File: src/rtl/traffic_defs.sv
// Shared signal-head encodings and scheduler state codes for the intersection
// controller, signal control and display logic.
package traffic_defs;

   typedef enum logic [1:0] {
      RED    = 2'd0,
      YELLOW = 2'd1,
      GREEN  = 2'd2
   } light_t;

   // Code 7 is deliberately unused; the scheduler recovers from it to S_HG.
   typedef enum logic [2:0] {
      S_HG   = 3'd0,
      S_HY   = 3'd1,
      S_AR1  = 3'd2,
      S_CG   = 3'd3,
      S_CY   = 3'd4,
      S_AR2  = 3'd5,
      S_WALK = 3'd6
   } phase_t;

endpackage

File: src/rtl/phase_timer.sv
// Saturating phase-dwell counter: synchronous clear on every phase change,
// asynchronous active-low reset.
module phase_timer #(
   parameter int CW = 8
) (
   input  logic          clock,
   input  logic          clear_n,
   input  logic          clr,
   output logic [CW-1:0] count
);

   always_ff @(posedge clock or negedge clear_n) begin
      if (!clear_n) begin
         count <= '0;
      end else if (clr) begin
         count <= '0;
      end else if (count != {CW{1'b1}}) begin
         count <= count + 1'b1;
      end
   end

endmodule

File: src/rtl/intersection_scheduler.sv
// Highway/country intersection phase scheduler with latched pedestrian
// request and emergency preemption; phase exposes the raw state register.
module intersection_scheduler
   import traffic_defs::*;
#(
   parameter int MIN_GREEN       = 4,
   parameter int MAX_CNTRY_GREEN = 6,
   parameter int WALK_TIME       = 5,
   parameter int CW              = 8
) (
   input  logic       clock,
   input  logic       clear_n,
   input  logic       car_sensor,
   input  logic       ped_req,
   input  logic       emerg,
   input  logic [2:0] y2r_delay,
   input  logic [2:0] r2g_delay,
   output logic [1:0] hwy,
   output logic [1:0] cntry,
   output logic       walk,
   output logic       ped_ack,
   output logic [2:0] phase
);

   localparam logic [CW-1:0] MG_LIM   = CW'(MIN_GREEN - 1);
   localparam logic [CW-1:0] MCG_LIM  = CW'(MAX_CNTRY_GREEN - 1);
   localparam logic [CW-1:0] WALK_LIM = CW'(WALK_TIME - 1);

   phase_t        state_q;
   phase_t        state_d;
   logic [CW-1:0] timer;
   logic [CW-1:0] y2r_lim;
   logic [CW-1:0] r2g_lim;
   logic          timer_clr;
   logic          enter_walk;
   logic          ped_pending_q;

   // Delay inputs are compared live every cycle, so retiming takes effect at once.
   assign y2r_lim    = {{(CW-3){1'b0}}, y2r_delay};
   assign r2g_lim    = {{(CW-3){1'b0}}, r2g_delay};
   assign timer_clr  = (state_d != state_q);
   assign enter_walk = (state_q == S_AR1) && (state_d == S_WALK);

   phase_timer #(.CW(CW)) u_timer (
      .clock   (clock),
      .clear_n (clear_n),
      .clr     (timer_clr),
      .count   (timer)
   );

   always_ff @(posedge clock or negedge clear_n) begin
      if (!clear_n) begin
         state_q <= S_HG;
      end else begin
         state_q <= state_d;
      end
   end

   always_comb begin
      state_d = state_q;
      case (state_q)
         S_HG: begin
            if ((timer >= MG_LIM) && (car_sensor || ped_pending_q) && !emerg)
               state_d = S_HY;
         end
         S_HY: begin
            if (timer >= y2r_lim) state_d = S_AR1;
         end
         S_AR1: begin
            if (timer >= r2g_lim) begin
               if (emerg)              state_d = S_HG;
               else if (ped_pending_q) state_d = S_WALK;
               else if (car_sensor)    state_d = S_CG;
               else                    state_d = S_HG;
            end
         end
         S_CG: begin
            if (emerg || !car_sensor || (timer >= MCG_LIM)) state_d = S_CY;
         end
         S_CY: begin
            if (timer >= y2r_lim) state_d = S_AR2;
         end
         S_AR2: begin
            if (timer >= r2g_lim) state_d = S_HG;
         end
         // WALK is all-red, so it may hand straight over to country green.
         S_WALK: begin
            if (timer >= WALK_LIM) state_d = car_sensor ? S_CG : S_HG;
         end
         default: state_d = S_HG;
      endcase
   end

   // A press landing in the WALK-entry cycle must survive, so set wins.
   always_ff @(posedge clock or negedge clear_n) begin
      if (!clear_n) begin
         ped_pending_q <= 1'b0;
         ped_ack       <= 1'b0;
      end else begin
         if (ped_req)         ped_pending_q <= 1'b1;
         else if (enter_walk) ped_pending_q <= 1'b0;
         ped_ack <= enter_walk;
      end
   end

   always_comb begin
      hwy   = RED;
      cntry = RED;
      walk  = 1'b0;
      case (state_q)
         S_HG:    hwy   = GREEN;
         S_HY:    hwy   = YELLOW;
         S_CG:    cntry = GREEN;
         S_CY:    cntry = YELLOW;
         S_WALK:  walk  = 1'b1;
         default: ;
      endcase
   end

   assign phase = state_q;

endmodule

File: config.mk
export PLATFORM = sky130hd
export DESIGN_NAME = intersection_scheduler
export DESIGN_NICKNAME = d
export VERILOG_FILES = /design/src/rtl/traffic_defs.sv /design/src/rtl/phase_timer.sv /design/src/rtl/intersection_scheduler.sv
export SDC_FILE = /design/constraint.sdc
export NUM_CORES = 1
export LEC_CHECK = 0
export CORE_MARGIN = 4
export CORE_UTILIZATION = 55
export CTS_CLUSTER_SIZE = 24
export DETAILED_ROUTE_END_ITERATION = 7
export PLACE_DENSITY = 0.83
export SLEW_MARGIN = 40
export SYNTH_ARGS = -nofsm -noshare
export SYNTH_HDL_FRONTEND = slang
export SYNTH_SLANG_ARGS = --single-unit
export TNS_END_PERCENT = 100
File: constraint.sdc
create_clock -name clock -period 5.55 [get_ports clock]
set_clock_uncertainty 0.2 [all_clocks]
set_input_delay 1.11 -clock clock [delete_from_list [all_inputs] [get_ports clock]]
set_output_delay 1.11 -clock clock [all_outputs]
set_load 0.03 [all_outputs]
==> results.py <==
metrics = {
    "run_status": {
        "status": "complete, no violations",
    },
    "sta": {
        "finalCriticalPeriod_ns": 3.568,
        "timing.fmax_mhz": 280.3,
        "hold_viol_final": 0,
        "rsz0062_at_grt": "false",
        "finalSetupViolCount": 0,
        "timing.hold.ws_ns": 0.4069,
        "finalCritPeriodShare": 0.6429,
        "setup_ws_ns": 1.982,
        "setup_tns_ns": 0,
        "drv_slew": 0,
        "slew_headroom": 0.5461,
        "worst_slew_pin_slew_ns": 0.6809,
    },
    "clock_network": {
        "clock_path_buffers": 2,
        "worstSkewPairLatency_ns": 0.28,
        "cts-root-buf": "clkbuf_4",
        "numCtsBuffers": 3,
        "post_cts_resized": 0,
        "ctsHoldBuffers": 0,
        "htree_levels": 1,
        "cts.sinks": 13,
        "cts_tree": "yes",
        "clkTransAtPathRegs_ns": 0.08,
        "cts_setup_buffers": 0,
    },
    "setup_path": {
        "required_ns": 4.24,
        "crit_arrival_ns": 2.26,
        "crit_start": "phase[0]$_DFF_PN0_",
        "rr_worst_depth": 8,
        "critPathCapture": "cntry[1]",
        "critPathKind": "reg2out",
        "r2r_start": "u_timer.count[0]$_DFFE_PN0P_",
        "cp-end-kind": "primary output",
        "cp_max_fo": 9,
        "r2r_setup_slack_ns": 2.77,
        "rr_endpoint": "u_timer.count[3]$_DFFE_PN0P_",
        "critPathLaunchType": "flip-flop",
    },
    "global_routing": {
        "grt_pass1_wl_um": 4064,
        "grt_overflow": 0,
        "grt_pass1_vias": 930,
        "antenna_found_initial": 0,
        "grt_max_degree": 14,
        "grtUsageTotal": 0.2030,
    },
    "route": {
        "route.detailed.drc": 0,
        "dr.first_iter.drc_count": 21,
        "wl_per_cell_um": 14.32,
        "first_pass_iters": 4,
        "wl_um": 2362,
        "antenna_left": 0,
        "vias": 969,
        "vias_per_cell": 5.873,
    },
    "logic_synthesis": {
        "syn_avg_cell_area_um2": 9.042,
        "yosys_most_used_dff": "dfrtp_1",
        "syn_nets": 139,
        "syn_inst": 119,
        "yosysSeqAreaShare": 0.3023,
        "yosysUniqueCellTypes": 46,
        "yosys_warnings": 0,
        "synth_edf_count": 0,
        "async_flop_share": 1.000,
        "synth-seq-cells": 13,
        "syn_area_um2": 1076,
    },
    "final_layout": {
        "drive_gt1_frac": 0.1214,
        "layout.nets": 161,
        "antenna_cells": 0,
        "areaGrowthSynthToFinish_pct": 22.09,
        "fin_util": 0.7368,
    },
    "die": {
        "core_um2": 1783,
        "fp.dieW_um": 52.23,
        "rows": 15,
        "ios": 20,
        "die_area_um2": 2728,
        "fp.dieH_um": 52.23,
        "start_util": 0.6035,
    },
    "power": {
        "p_leak_nw": 0.6061,
        "p_sw_frac": 0.4669,
        "power_mw": 0.4837,
        "cellInternalPower_mw": 0.2578,
        "power_frac_seq": 0.297,
        "combPwrFrac": 0.580,
        "powerDensity_nw_per_um2": 368.1,
        "p_sw_mw": 0.2258,
        "vdd_drop_max_mv": 0.2576,
        "clkPwrFrac": 0.123,
    },
    "placed_design": {
        "pre_cts_ws_ns": 1.770,
        "gp_congestion": 0.8181,
        "dpl.hpwl_um": 1852,
        "io_buffers": 19,
    },
    "hold_path": {
        "hold_path.class": "reg2reg",
    },
    "run": {
        "maxCapViolations": 0,
    },
}
[registers in the layout, summed over array words and instances (netlist names)]
register,cells
phase,3
ped_pending_q,1
u_timer.count,8
ped_ack,1
[area by class of cell]
class                   count  area (µm²)
multi-input cells          90       688.2
fillers                   145       469.2
flip-flops and latches     13       325.3
repair buffers             19       190.2
inverters                  14       52.55
well taps                  25       31.28
clock buffers               4       26.28
[cells in the final DEF (no fill, tap or decap), drive strengths merged, types with 3 or more instances in the layout]
cell type      count
clkdlybuf4s50     19
inv               14
nor3              14
dfrtp             13
ha                 9
nand2              7
nand3              7
o21ai              5
nor2               4
clkbuf             4
nand2b             3
mux2i              3
a21oi              3
nand4              3
[how the worst min path moves through the flow]
stage,to,depth (start not counted),from,slack [ns]
finish,ped_pending_q$_DFFE_PN0P_,2,ped_pending_q$_DFFE_PN0P_,0.41
global route,ped_pending_q$_DFFE_PN0P_,2,ped_pending_q$_DFFE_PN0P_,0.46
CTS,ped_pending_q$_DFFE_PN0P_,2,ped_pending_q$_DFFE_PN0P_,0.41
detailed placement,ped_pending_q$_DFFE_PN0P_,2,ped_pending_q$_DFFE_PN0P_,0.39
global placement,ped_pending_q$_DFFE_PN0P_,2,ped_pending_q$_DFFE_PN0P_,0.38
floorplan,ped_pending_q$_DFFE_PN0P_,2,ped_pending_q$_DFFE_PN0P_,0.34
[synth_stat cells, drive strengths merged, types with 2 or more instances]
cell	instances	area (µm²)
ha	9	112.6
and3	2	13.77
nor3	14	75.07
nand2b	3	18.77
o211ai	2	28.78
nor2	4	15.01
clkbuf	2	10.01
or2b	2	15.01
nand4	3	25.02
inv	14	52.55
xnor2	2	17.52
o21ai	5	25.02
or3	2	17.52
dfrtp	13	325.3
mux2i	3	30.03
nand2	7	26.28
nand3	7	35.03
a21oi	3	18.77
a2111oi	2	23.77
[power by group through the flow]
stage | combinational [mW] | sequential [mW] | clock [mW]
after floorplan | 0.196 | 0.147 | 0
after global placement | 0.274 | 0.144 | 0
after detailed placement | 0.282 | 0.145 | 0
after CTS | 0.284 | 0.143 | 0.0603
after global routing | 0.310 | 0.148 | 0.0662
final | 0.281 | 0.144 | 0.0593
[cells by family after synthesis]
group,synth area share
mux,0.02791
simple gates,0.2884
xor+xnor,0.01628
compound gates,0.2023
buf+inv,0.05814
flops,0.3023
fa+ha+maj,0.1047
[critical path, cell delays in order, from the launching register on]
cell             delay, ns
dfrtp_1               0.54
inv_1                 0.17
nor3_1                0.49
clkdlybuf4s50_1       0.78
[per-layer routing]
metal  global-route usage  routed length (µm)
met3              0.03419                  85
met2               0.3389                1108
met5                    0                   0
met1               0.2612                1133
met4              0.07660                  35
[through the flow]
stage          instance area, µm²  instances
4_1_cts                      1314        165
6_report                     1314        165
2_1_floorplan                1076        119
3_3_place_gp                 1287        161
5_1_grt                      1314        165
3_5_place_dp                 1287        161
No activity file was read; power rests on OpenSTA's default activity.
